[src/rtl/bk_adder_arbiter.sv]
// ---------------------------------------------------------------------------
// bk_adder_arbiter
// Shares a single Brent-Kung 32-bit adder among NREQ requesters.
// Requests are granted round-robin. A 64-bit add takes two adder passes: the
// low word first, then the high word with the carry from the low pass.
//
// Ports
//   clk        rising-edge clock
//   rst_n      asynchronous active-low reset
//   req_valid  per-requester request valid                       [NREQ]
//   req_ready  per-requester accept, one-hot or zero             [NREQ]
//   req_a      operand A, slice i = [64*i+63:64*i]               [NREQ*64]
//   req_b      operand B, same slicing as req_a                  [NREQ*64]
//   req_cin    per-requester carry-in                            [NREQ]
//   req_wide   1 = 64-bit add, 0 = 32-bit add on low words       [NREQ]
//   rsp_valid  response valid
//   rsp_ready  response consumer ready
//   rsp_id     index of the requester that was served            [IDW]
//   rsp_sum    result; upper word is zero for 32-bit ops         [64]
//   rsp_cout   carry out of bit 31 (32-bit op) or bit 63 (64-bit op)
//   busy       high in every state except IDLE
// ---------------------------------------------------------------------------

// Purely combinational 32-bit Brent-Kung prefix adder.
module brentkung32 (
    input  logic [31:0] a,
    input  logic [31:0] b,
    input  logic        cin,
    output logic [31:0] sum,
    output logic        cout
);

    // Returns {cout, sum}. cin is folded into the bit-0 generate, so the
    // prefix generate at bit i is the carry out of bit i.
    function automatic logic [32:0] bk_add(input logic [31:0] op_a,
                                           input logic [31:0] op_b,
                                           input logic        c_in);
        logic [31:0] g_v;
        logic [31:0] p_v;
        logic [31:0] gg_v;
        logic [31:0] pp_v;
        logic [31:0] s_v;
        g_v  = op_a & op_b;
        p_v  = op_a ^ op_b;
        gg_v = g_v;
        pp_v = p_v;
        gg_v[0] = g_v[0] | (p_v[0] & c_in);
        // Up-sweep: build group (g,p) over aligned blocks of 2,4,..,32 bits.
        for (int l = 0; l < 5; l++) begin
            for (int i = 0; i < 32; i++) begin
                if (((i + 1) % (1 << (l + 1))) == 0) begin
                    gg_v[i] = gg_v[i] | (pp_v[i] & gg_v[i - (1 << l)]);
                    pp_v[i] = pp_v[i] & pp_v[i - (1 << l)];
                end
            end
        end
        // Down-sweep: fill in the remaining prefixes from the block boundaries.
        for (int l = 3; l >= 0; l--) begin
            for (int i = 0; i < 32; i++) begin
                if ((((i + 1) % (1 << (l + 1))) == (1 << l)) && (i > (1 << l))) begin
                    gg_v[i] = gg_v[i] | (pp_v[i] & gg_v[i - (1 << l)]);
                    pp_v[i] = pp_v[i] & pp_v[i - (1 << l)];
                end
            end
        end
        s_v[0] = p_v[0] ^ c_in;
        for (int i = 1; i < 32; i++) begin
            s_v[i] = p_v[i] ^ gg_v[i - 1];
        end
        return {gg_v[31], s_v};
    endfunction

    logic [32:0] res_s;

    // Evaluate the prefix adder.
    always_comb begin
        res_s = bk_add(a, b, cin);
        sum   = res_s[31:0];
        cout  = res_s[32];
    end

endmodule

module bk_adder_arbiter #(
    parameter int NREQ = 4,
    parameter int IDW  = $clog2(NREQ)
) (
    input  logic              clk,
    input  logic              rst_n,
    input  logic [NREQ-1:0]   req_valid,
    output logic [NREQ-1:0]   req_ready,
    input  logic [NREQ*64-1:0] req_a,
    input  logic [NREQ*64-1:0] req_b,
    input  logic [NREQ-1:0]   req_cin,
    input  logic [NREQ-1:0]   req_wide,
    output logic              rsp_valid,
    input  logic              rsp_ready,
    output logic [IDW-1:0]    rsp_id,
    output logic [63:0]       rsp_sum,
    output logic              rsp_cout,
    output logic              busy
);

    typedef enum logic [1:0] {
        IDLE   = 2'd0,
        ADD_LO = 2'd1,
        ADD_HI = 2'd2,
        RESP   = 2'd3
    } state_t;

    state_t          state_r;
    logic [IDW-1:0]  ptr_r;
    logic [IDW-1:0]  gnt_r;
    logic [63:0]     a_r;
    logic [63:0]     b_r;
    logic            cin_r;
    logic            wide_r;
    logic [31:0]     sum_lo_r;
    logic [31:0]     sum_hi_r;
    logic            carry_r;
    logic            rsp_valid_r;
    logic            busy_r;

    logic            gnt_found_s;
    logic [IDW-1:0]  gnt_idx_s;
    logic [IDW-1:0]  scan_idx_s;
    logic [NREQ-1:0] ready_s;
    logic [31:0]     add_a_s;
    logic [31:0]     add_b_s;
    logic            add_cin_s;
    logic [31:0]     add_sum_s;
    logic            add_cout_s;

    // Round-robin search from the pointer; the IDW-bit add wraps modulo NREQ
    // because NREQ is a power of two.
    always_comb begin
        gnt_found_s = 1'b0;
        gnt_idx_s   = '0;
        scan_idx_s  = '0;
        for (int i = 0; i < NREQ; i++) begin
            scan_idx_s = ptr_r + IDW'(i);
            if (!gnt_found_s && req_valid[scan_idx_s]) begin
                gnt_found_s = 1'b1;
                gnt_idx_s   = scan_idx_s;
            end else begin
                gnt_found_s = gnt_found_s;
            end
        end
    end

    // Accept strobe: only in IDLE, one-hot on the granted requester.
    always_comb begin
        ready_s = '0;
        if ((state_r == IDLE) && gnt_found_s) begin
            ready_s[gnt_idx_s] = 1'b1;
        end else begin
            ready_s = '0;
        end
    end

    // Adder operand mux; operands are held at zero outside the add passes.
    always_comb begin
        add_a_s   = 32'h0000_0000;
        add_b_s   = 32'h0000_0000;
        add_cin_s = 1'b0;
        case (state_r)
            ADD_LO: begin
                add_a_s   = a_r[31:0];
                add_b_s   = b_r[31:0];
                add_cin_s = cin_r;
            end
            ADD_HI: begin
                add_a_s   = a_r[63:32];
                add_b_s   = b_r[63:32];
                add_cin_s = carry_r;
            end
            default: begin
                add_a_s   = 32'h0000_0000;
                add_b_s   = 32'h0000_0000;
                add_cin_s = 1'b0;
            end
        endcase
    end

    brentkung32 u_adder (
        .a    (add_a_s),
        .b    (add_b_s),
        .cin  (add_cin_s),
        .sum  (add_sum_s),
        .cout (add_cout_s)
    );

    // Scheduler FSM with captured request and registered response.
    always_ff @(posedge clk or negedge rst_n) begin
        if (!rst_n) begin
            state_r     <= IDLE;
            ptr_r       <= '0;
            gnt_r       <= '0;
            a_r         <= 64'h0;
            b_r         <= 64'h0;
            cin_r       <= 1'b0;
            wide_r      <= 1'b0;
            sum_lo_r    <= 32'h0;
            sum_hi_r    <= 32'h0;
            carry_r     <= 1'b0;
            rsp_valid_r <= 1'b0;
            busy_r      <= 1'b0;
        end else begin
            case (state_r)
                IDLE: begin
                    if (gnt_found_s) begin
                        a_r      <= req_a[gnt_idx_s*64 +: 64];
                        b_r      <= req_b[gnt_idx_s*64 +: 64];
                        cin_r    <= req_cin[gnt_idx_s];
                        wide_r   <= req_wide[gnt_idx_s];
                        gnt_r    <= gnt_idx_s;
                        // Narrow ops never write the high word, so clear it now.
                        sum_hi_r <= 32'h0;
                        busy_r   <= 1'b1;
                        state_r  <= ADD_LO;
                    end
                end
                ADD_LO: begin
                    sum_lo_r <= add_sum_s;
                    carry_r  <= add_cout_s;
                    if (wide_r) begin
                        state_r <= ADD_HI;
                    end else begin
                        rsp_valid_r <= 1'b1;
                        state_r     <= RESP;
                    end
                end
                ADD_HI: begin
                    sum_hi_r    <= add_sum_s;
                    carry_r     <= add_cout_s;
                    rsp_valid_r <= 1'b1;
                    state_r     <= RESP;
                end
                RESP: begin
                    if (rsp_ready) begin
                        rsp_valid_r <= 1'b0;
                        busy_r      <= 1'b0;
                        ptr_r       <= gnt_r + IDW'(1);
                        state_r     <= IDLE;
                    end
                end
                default: begin
                    rsp_valid_r <= 1'b0;
                    busy_r      <= 1'b0;
                    state_r     <= IDLE;
                end
            endcase
        end
    end

    assign req_ready = ready_s;
    assign rsp_valid = rsp_valid_r;
    assign rsp_id    = gnt_r;
    assign rsp_sum   = {sum_hi_r, sum_lo_r};
    assign rsp_cout  = carry_r;
    assign busy      = busy_r;

endmodule

[config.mk]
export PLATFORM = sky130hd
export DESIGN_NAME = bk_adder_arbiter
export DESIGN_NICKNAME = d
export VERILOG_FILES = /design/src/rtl/bk_adder_arbiter.sv
export SDC_FILE = /design/constraint.sdc
export NUM_CORES = 1
export LEC_CHECK = 0
export BUFFER_PORTS_ARGS = -buffer_cell sky130_fd_sc_hd__buf_4
export CAP_MARGIN = 0
export CORE_AREA = 2 2 233 235
export CTS_BUF_LIST = sky130_fd_sc_hd__clkbuf_8
export DETAILED_ROUTE_END_ITERATION = 8
export DIE_AREA = 0 0 235 237
export MAX_ROUTING_LAYER = met4
export PLACE_DENSITY = 0.54
export REMOVE_ABC_BUFFERS = 1
export SLEW_MARGIN = 15
export SYNTH_ARGS = -nofsm -noshare
export SYNTH_HDL_FRONTEND = slang
export SYNTH_SLANG_ARGS = --single-unit
[constraint.sdc]
create_clock -name clk -period 7.7 [get_ports clk]
set_input_delay 1.155 -clock clk [delete_from_list [all_inputs] [get_ports clk]]
set_output_delay 1.155 -clock clk [all_outputs]
set_load 0.01 [all_outputs]
==> out/results.tsv <==
stage	metric	value	unit
worst_setup_path	crit_start	state_r[0]	
global_route	grt_pass1_wl	83170	µm
cells_and_area	final_core_util	37.22	%
die	floorplan.die_area	55700	µm²
pwr	worst_ir_drop_vdd	0.2103	mV
sta	total_negative_setup_slack	0	ns
synthesis	synth_top_area_share	36.15	%
worst_setup_path	worst-path-max-fanout	36	
sta	relSlewSlack	22.47	%
sta	fin_skew	0.02842	ns
die	initial_core_util	26.37	%
worst_hold_path	timing.hold.worst.class	reg -> reg	
worst_hold_path	hp-start	a_r[40]	
cts	cts_tree	yes	
sta	post-route-worst-setup-slack	2.389	ns
synthesis	postSynthAreaPerCell	8.194	µm²
sta	max_freq	188.3	MHz
synthesis	syn-instance-count	1715	
cells_and_area	final_cell_count_no_fill	2949	
route	vias	14380	
cts	cts.htree.levels	2	
synthesis	synth_area	14050	µm²
synthesis	synth_area_leader_cell	dfrtp_1	
cells_and_area	number_of_nets_in_the_final_layout	2807	
route	ant_nets	0	
worst_setup_path	startpoint_type	flop	
pwr	fin_total_pwr	7.060	mW
placed_design	post_dp_cell_area	19030	µm²
sta	report.final.setup_viol	0	
cells_and_area	layout.cell_area.non_filler	19830	µm²
placed_design	buffer_ports.inserted	599	
route	postRouteWirelength	53030	µm
sta	timing.hold.ws	0.4749	ns
die	placement_rows	85	
sta	rsz0062_at_grt	false	
worst_setup_path	cp_data_required_time	8.15	ns
global_route	antenna_found_initial	2	
cts	cts_hold_buffers	0	
cts	cts_resized	0	
cts	ctsLongestPathBuffers	3	
route	post-route-drc-count	0	
cts	cts_post_setup_buffers_inserted	0	
die	design.core.area	53280	µm²
die	ioPinCount	600	
synthesis	post_synth_cell_types	42	
worst_setup_path	cp-end-kind	flop	
global_route	grt_pass1_vias	14860	
placed_design	place.detailed.instances	2880	
synthesis	synth_top_cells_by_area	dfrtp_1 (36%), nand2_1 (12%), a211oi_1 (7.1%)	
global_route	grt_use_total	19.11	%
die	die_w	235	µm
cts	clk-insertion-delay-late	0.59	ns
pwr	total_leakage_power	9.639	nW
worst_setup_path	worst-endpoint-arrival	5.76	ns
route	detail_route.wl_per_cell	17.98	µm
flow_run	max_cap_viols	0	
synthesis	yosysSeqAreaShare	36.15	%
worst_setup_path	cp_common_cell	fa_1	
worst_setup_path	startpoint_of_the_most_critical_register_to_register_path	state_r[0]	
placed_design	post_placement_worst_setup_slack	2.243	ns
placed_design	place_hpwl	39790	µm
sta	final_min_period_over_clock_period	68.97	%
route	first_pass_drt_iterations	5	
route	via_density_per_instance	4.875	
cts	worst_setup_hold_path_clk_slew	0.06	ns
placed_design	place.gp.congestion	0.8559	
sta	period_minus_slack	5.311	ns
pwr	pwr_density_cell	356.0	nW/µm²
sta	total_count_of_hold_check_failures_in_the_final_report	0	
sta	timing.final.max_slew_violations	0	
route	drtIter0Drc	603	
worst_setup_path	critPathSlowestCell	ha_2	
run_status	run_status	complete, no violations	
worst_setup_path	worst-r2r-setup-slack	2.39	ns
synthesis	yosys_register_bits	203	
sta	max_slew.worst_pin.slew	1.159	ns
die	die_h	237	µm
worst_setup_path	crit_chain	inv_1 -> ha_2 -> buf_4 -> nor2b_1 -> fa_1 -> inv_1 -> fa_1 -> nand2b_1 -> a21oi_1 -> o21ai_1 -> a211oi_1 -> a31oi_1 -> o2bb2ai_1 -> fa_1 -> xnor2_1 -> mux2_2	
synthesis	synthesis.yosys.warnings	0	
cells_and_area	flow.area_growth_from_synthesis	41.14	%
cts	number_of_clock_sinks	203	
global_route	grt_start_max_net_pins	136	
global_route	overflow	0	
cts	tritoncts_buffer_count	42	
worst_setup_path	timing_worst_setup_path_type	reg -> reg	
cells_and_area	drive_gt1_share	30.91	%
worst_setup_path	max_stage_delay	0.72	ns
cts	clock-root-buffer	clkbuf_8	
registers in the layout, summed over array words and instances, names as in the netlist, 2 cells and up:
register / cells
sum_hi_r: 32
ptr_r: 2
b_r: 64
rsp_id: 2
sum_lo_r: 32
state_r: 2
a_r: 64
synth_stat cells:
cell       instances
a2111oi_0          1
a211oi_1         133
a21o_1             5
a21oi_1           24
a221o_1            1
a22o_1            42
a22oi_1           40
a31oi_1            5
and2_0            99
and2_1            46
and3_1           131
buf_1              8
buf_2             29
buf_4             10
buf_6              1
clkbuf_1         100
dfrtp_1          203
fa_1              17
ha_1              35
inv_1             47
mux2_2            16
mux2i_1           14
nand2_1          440
nand2b_1           6
nand3_1            2
nand4_1            2
nor2_1            10
nor2b_1           40
nor3_1             7
nor3b_1            2
nor4_1             3
o211ai_1           1
o21a_1             3
o21ai_0           33
o21ai_1            4
o21bai_1           1
o22ai_1            3
o2bb2ai_1          1
o31ai_1          130
or2_2              1
or3_1              3
xnor2_1           16
report_power, final:
part | switching, mW | internal [mW]
clock network | 0.490 | 0.622
logic | 2.37 | 1.66
registers | 0.327 | 1.59
layer usage:
| metal | part of all wire [%] | wire length [µm] | vias up | GRT usage (%) |
|---|---|---|---|---|
| li1 | - | - | 7059 | - |
| met1 | 45 | 23710 | 6869 | 24.24 |
| met2 | 48 | 25660 | 365 | 31.68 |
| met3 | 4.6 | 2448 | 84 | 2.798 |
| met4 | 2.3 | 1219 | 0 | 5.409 |
| met5 | 0 | 0 | - | - |
layout make-up:
type,count,area [µm²]
repair buffers,617,4677
flip-flops and latches,203,5080
inverters,47,176.4
clock buffers,51,701.9
multi-input cells,1317,8229
well taps,696,870.8
clock inverters,17,95.09
diodes,1,2.502
fillers,5581,33450
kinds of logic after synthesis:
kind of cell             share of synthesized area, %
AO/OA/AOI/OAI                                   22.06
XOR/XNOR                                       0.9972
adder cells (fa/ha/maj)                         5.538
buffers and inverters                           5.788
flip-flops                                      36.15
multiplexers                                    2.279
AND/OR/NAND/NOR                                 27.18
worst max-delay path: cells and delay by family, from the launching register on:
kind            cells  cell delay (ns)
buf+inv             3             0.65
mux                 1             0.26
flops               1             0.46
simple gates        2             0.41
fa+ha+maj           4             1.93
compound gates      5             1.32
xor+xnor            1             0.15
cell usage in the layout (no fill, tap or decap), types with 46 or more instances in the layout:
cell        n
and3_1    131
dfrtp_1   203
and2_0     99
nand2_1   440
inv_1      61
buf_4     613
a211oi_1  133
o31ai_1   130
clkbuf_8   51
and2_1     46
path summary, 6_finish.rpt:
kind,to,cells after the start
max reg2reg,sum_lo_r[31],16
min,a_r[40],2
max in group asynchronous,sum_lo_r[6],2
max,sum_lo_r[31],16
min reg2reg,a_r[40],2
min in group asynchronous,b_r[59],1
Note: power is estimated with default switching activity, not from simulation.
